`src/rtl/hog_result_bus_fifo.sv`:
```
// hog_result_bus_fifo: buffers result words ({meta,payload}) from a streaming
// producer and exposes them to a host through a small word-addressed register bus.
// Ports: clk/rst (async active-high); in_* producer valid/ready push side;
//        addr/bus_enable/r_wbar/byte_enable/write_data -> read_data/ack bus slave;
//        irq is a registered threshold level interrupt.
// Register map (word address): 0 DATA (RO, pops), 1 STATUS (RO), 2 THRESH (RW), 3 CTRL (WO).
module hog_result_bus_fifo #(
  parameter int BUS_WIDTH  = 128,
  parameter int ADDR_WIDTH = 5,
  parameter int DEPTH      = 16,
  parameter int META_WIDTH = 3
) (
  input  logic                            clk,
  input  logic                            rst,
  input  logic [BUS_WIDTH-META_WIDTH-1:0] in_data,
  input  logic [META_WIDTH-1:0]           in_meta,
  input  logic                            in_valid,
  output logic                            in_ready,
  input  logic [ADDR_WIDTH-1:0]           addr,
  input  logic                            bus_enable,
  input  logic                            r_wbar,
  input  logic [BUS_WIDTH/8-1:0]          byte_enable,
  input  logic [BUS_WIDTH-1:0]            write_data,
  output logic [BUS_WIDTH-1:0]            read_data,
  output logic                            ack,
  output logic                            irq
);

  localparam int PW = $clog2(DEPTH);
  localparam int CW = PW + 1;

  localparam logic [ADDR_WIDTH-1:0] A_DATA   = ADDR_WIDTH'(0);
  localparam logic [ADDR_WIDTH-1:0] A_STATUS = ADDR_WIDTH'(1);
  localparam logic [ADDR_WIDTH-1:0] A_THRESH = ADDR_WIDTH'(2);
  localparam logic [ADDR_WIDTH-1:0] A_CTRL   = ADDR_WIDTH'(3);
  localparam logic [CW-1:0]         DEPTH_C  = CW'(DEPTH);

  // Storage is not reset; only the pointers/count qualify its contents.
  logic [BUS_WIDTH-1:0] mem [DEPTH];

  logic [CW-1:0]        count_q, count_d;
  logic [PW-1:0]        wr_ptr_q, wr_ptr_d;
  logic [PW-1:0]        rd_ptr_q, rd_ptr_d;
  logic                 ack_q;
  logic [BUS_WIDTH-1:0] rdata_q, rdata_d;
  logic                 irq_q, irq_d;
  logic [CW-1:0]        thresh_q, thresh_d;
  logic                 irq_en_q, irq_en_d;
  logic                 unf_q, unf_d;

  logic accept, rd_acc, wr_acc, empty, full, push, pop, unf_set;
  logic ctrl_wr, thr_wr, flush;
  logic [BUS_WIDTH-1:0] status_w, rdmux;

  // Bits of the write bus that no register decodes.
  logic unused_bits;
  assign unused_bits = ^{write_data, byte_enable};

  always_comb begin
    // A new transaction is only taken when no ack is outstanding.
    accept   = bus_enable && !ack_q;
    rd_acc   = accept && r_wbar;
    wr_acc   = accept && !r_wbar;
    empty    = (count_q == '0);
    full     = (count_q == DEPTH_C);
    in_ready = !full && !rst;
    push     = in_valid && in_ready;
    pop      = rd_acc && (addr == A_DATA) && !empty;
    unf_set  = rd_acc && (addr == A_DATA) && empty;
    ctrl_wr  = wr_acc && (addr == A_CTRL) && byte_enable[0];
    thr_wr   = wr_acc && (addr == A_THRESH) && byte_enable[0] && ((CW <= 8) || byte_enable[1]);
    flush    = ctrl_wr && write_data[1];

    status_w              = '0;
    status_w[CW-1:0]      = count_q;
    status_w[16]          = empty;
    status_w[17]          = full;
    status_w[18]          = unf_q;
    status_w[19]          = irq_q;

    rdmux = '0;
    case (addr)
      A_DATA:   rdmux = empty ? '0 : mem[rd_ptr_q];
      A_STATUS: rdmux = status_w;
      A_THRESH: rdmux[CW-1:0] = thresh_q;
      default:  rdmux = '0;
    endcase

    // Flush wins over a coincident push: the pushed word is dropped.
    count_d  = count_q;
    wr_ptr_d = wr_ptr_q;
    rd_ptr_d = rd_ptr_q;
    if (flush) begin
      count_d  = '0;
      wr_ptr_d = '0;
      rd_ptr_d = '0;
    end else begin
      if (push) wr_ptr_d = wr_ptr_q + PW'(1);
      if (pop)  rd_ptr_d = rd_ptr_q + PW'(1);
      if (push && !pop)      count_d = count_q + CW'(1);
      else if (!push && pop) count_d = count_q - CW'(1);
    end

    rdata_d = rdata_q;
    if (accept) rdata_d = r_wbar ? rdmux : '0;

    thresh_d = thr_wr ? write_data[CW-1:0] : thresh_q;
    irq_en_d = ctrl_wr ? write_data[0] : irq_en_q;

    unf_d = unf_q;
    if (unf_set)                        unf_d = 1'b1;
    else if (ctrl_wr && write_data[2])  unf_d = 1'b0;

    irq_d = irq_en_q && (thresh_q != '0) && (count_q >= thresh_q);
  end

  always_ff @(posedge clk) begin
    if (push) mem[wr_ptr_q] <= {in_meta, in_data};
  end

  always_ff @(posedge clk or posedge rst) begin
    if (rst) begin
      count_q  <= '0;
      wr_ptr_q <= '0;
      rd_ptr_q <= '0;
      ack_q    <= 1'b0;
      rdata_q  <= '0;
      irq_q    <= 1'b0;
      thresh_q <= '0;
      irq_en_q <= 1'b0;
      unf_q    <= 1'b0;
    end else begin
      count_q  <= count_d;
      wr_ptr_q <= wr_ptr_d;
      rd_ptr_q <= rd_ptr_d;
      ack_q    <= accept;
      rdata_q  <= rdata_d;
      irq_q    <= irq_d;
      thresh_q <= thresh_d;
      irq_en_q <= irq_en_d;
      unf_q    <= unf_d;
    end
  end

  assign read_data = rdata_q;
  assign ack       = ack_q;
  assign irq       = irq_q;

endmodule

```
`config.mk`:
```
export PLATFORM = sky130hd
export DESIGN_NAME = hog_result_bus_fifo
export DESIGN_NICKNAME = d
export VERILOG_FILES = /design/src/rtl/hog_result_bus_fifo.sv
export SDC_FILE = /design/constraint.sdc
export NUM_CORES = 2
export LEC_CHECK = 0
export ABC_AREA = 1
export ABC_CLOCK_PERIOD_IN_PS = 8900
export BUFFER_PORTS_ARGS = -buffer_cell sky130_fd_sc_hd__buf_2
export CAP_MARGIN = 25
export CORE_MARGIN = 2
export CORE_UTILIZATION = 50
export CTS_BUF_LIST = sky130_fd_sc_hd__clkbuf_8 sky130_fd_sc_hd__clkbuf_16
export CTS_CLUSTER_DIAMETER = 40
export DETAILED_ROUTE_END_ITERATION = 8
export GPL_TIMING_DRIVEN = 1
export PLACE_DENSITY = 0.76
export SYNTH_ARGS = -nofsm -noshare
export SYNTH_HDL_FRONTEND = slang
export SYNTH_SLANG_ARGS = --single-unit
export TNS_END_PERCENT = 30
```
`constraint.sdc`:
```
create_clock -name clk -period 8.9 [get_ports clk]
set_clock_uncertainty 0.2 [all_clocks]
set_input_delay 0.445 -clock clk [delete_from_list [all_inputs] [get_ports clk]]
set_output_delay 0.445 -clock clk [all_outputs]
set_load 0.1 [all_outputs]
```
==> flow_summary.toml <==
[synthesis]
syn_inst = 6857
synth.most_common_cell = "edfxtp_1"
syn_area_um2 = 86500
synth-edff-count = 2048
async_reset_ff_share_pct = 6.824
synth_seq_cells = 2198
synth_area_leader_cell = "edfxtp_1"
seq_area_frac_synth_pct = 75.43
synthFlopType = "edfxtp_1"
postSynthAreaPerCell_um2 = 12.62
yosysTopAreaCellShare_pct = 71.09
yosysUniqueCellTypes = 33
synthTopCellsByCount = "2048 x edfxtp_1, 1511 x nor2_1, 910 x o21ai_0, 782 x nand2_1, 414 x o211ai_1"
netlist_top_cells_area = "edfxtp_1 71%, nor2_1 6.6%, o21ai_0 5.3%"
synth_warnings = 0
syn_nets = 7153

[run]
cap_violations = 0

[final_layout]
nNetsFinal = 7432
drive_gt1_share_pct = 10.26
area_growth_pct = 14.63
fillers = 12950

[critical_path]
cp_data_arrival_time_ns = 4.68
required_ns = 9.17
start_kind = "input pin"
reg2regPathDepth = 9
crit_type = "in2reg"
end_kind = "flop"
path_max_fanout = 56

[detailed_routing]
vias = 56020
antenna_left = 0
viasPerCell = 5.799
wl_um = 218000
drt_iter0_drc = 6779
first_pass_iters = 6
routedWlPerCell_um = 22.56
drc_errors = 0

[floorplanning]
initial_core_util_pct = 50.37
num_rows = 152
die-width_um = 419.9
die_h_um = 419.9
io_pins = 413
dieArea_um2 = 176400
core_area_um2 = 171700

[power_and_ir_drop]
power_mw = 25.40
ir_drop_v = 0.0002027
leakage_nw = 34.71
pwr_density_cell_nw_per_um2 = 256.2

[clock_network]
clk_latency_ns = 0.87
cts_resized = 0
cts_sinks = 2198
htreeDepth = 4
cts_tree = "done"
cts_made_buffers = 230
clkTransAtPathRegs_ns = 0.06
clock_path_buffers = 3
cts_setup_buffers = 0
root_buffer = "clkbuf_16"
hold_buffers = 152

[timing]
worstMarginPinSlew_ns = 1.247
hold_viol = 0
rsz0062_at_grt = "false"
drv_slew = 0
period_needed_ns = 4.412
clock.fmax_mhz = 226.7
period_share_pct = 49.57
slew_headroom_pct = 16.87
worst_hold_slack_ns = 0.1306
setup_viol = 0

[hold_path]
min_path_cells = 8
min_path_type = "in2reg"

[global_routing]
grt_usage_pct = 24.47
grt_pass1_wl_um = 326600
grt_max_degree = 277
overflow = 0
antenna_found_initial = 31
grt_pass1_vias = 54190

[run_status]
status = "complete, no violations"

[place]
routabilityCongestion = 0.7868
dp_hpwl_um = 100200
io_buffers = 274
==> where the power goes <==
group	total (mW)	internal [mW]	switching [mW]
sequential	11.9	11.8	0.173
combinational	3.90	1.10	2.80
clock	9.57	5.50	4.07
total	25.4	18.4	7.05
==> layout make-up <==
| type | instances | area [um2] | share of cell area [%] |
|---|---|---|---|
| Timing Repair Buffer | 500 | 3774 | 3.806 |
| Sequential cell | 2198 | 65270 | 65.82 |
| Clock inverter | 191 | 1709 | 1.724 |
| Tap cell | 2310 | 2890 | 2.915 |
| Antenna cell | 10 | 25.02 | 0.02524 |
| Multi-Input combinational cell | 4134 | 19140 | 19.31 |
| Clock buffer | 246 | 6032 | 6.083 |
| Inverter | 72 | 319.1 | 0.3218 |
==> metal layers <==
metal,part of all wire [%],wire length [um],GRT usage [%],up-vias
li1,-,-,-,25290
met2,49,106400,40.43,2739
met4,3.8,8270,10.38,34
met1,39,84380,32.18,27480
met3,8.6,18700,4.082,483
met5,0.10,218,0,-
==> flip-flops by register name, indices dropped and copies added (netlist names) <==
| name | count |
|---|---|
| wr_ptr_q | 4 |
| rd_ptr_q | 4 |
| ack | 1 |
| irq | 1 |
| irq_en_q | 1 |
| read_data | 128 |
| count_q | 5 |
| mem | 2048 |
| thresh_q | 5 |
| unf_q | 1 |
==> stage by stage <==
step	utilization, %	instance area, um2	std cells	setup TNS, ns	setup slack, ns
detailed placement	52.27	89760	9058	0	4.669
CTS	57.66	99030	9647	0	4.507
global route	57.74	99160	9659	0	4.191
floorplan	-	86500	6857	-3533.97	-1.731
finish	57.74	99160	9661	0	4.488
global placement	52.24	89710	9056	0	4.666
==> final timing paths <==
| path | from | to | slack [ns] |
|---|---|---|---|
| max | rst | mem[10][24] | 4.49 |
| min | addr[3] | rd_ptr_q[2] | 0.13 |
| max reg2reg | rd_ptr_q[0] | read_data[96] | 4.50 |
| min reg2reg | read_data[79] | read_data[79] | 0.27 |
| max in group asynchronous | rst | read_data[27] | 6.05 |
| min in group asynchronous | rst | read_data[65] | 0.57 |
==> critical path, stage by stage <==
cell           delay, ns
dlygate4sd3_1       0.53
buf_2               0.12
dlygate4sd3_1       0.62
inv_8               0.34
nand3_1             0.23
clkinv_1            0.22
nand2_1             0.28
nor2_4              0.17
buf_4               0.78
buf_4               0.84
==> cell usage in the layout, fill, tap and decap left out, types with 27 or more instances in the layout <==
cell type,n
edfxtp_1,2048
nor2_1,1494
o21ai_0,910
nand2_1,782
o211ai_1,414
nand3_1,305
buf_2,274
clkbuf_16,235
o21ai_1,165
dlygate4sd3_1,152
dfrtp_1,146
inv_1,102
buf_4,51
clkinv_2,37
clkinv_1,27
==> kinds of logic after synthesis <==
logic type	share of synthesized area (%)
AOI/OAI and AO/OA	9.947
xor gates and xnor gates	0.03038
adders and majority gates	0.2112
buffers and inverters	2.585
DFF	75.43
and+or+nand+nor	11.79
(Power assumes the default switching activity.)
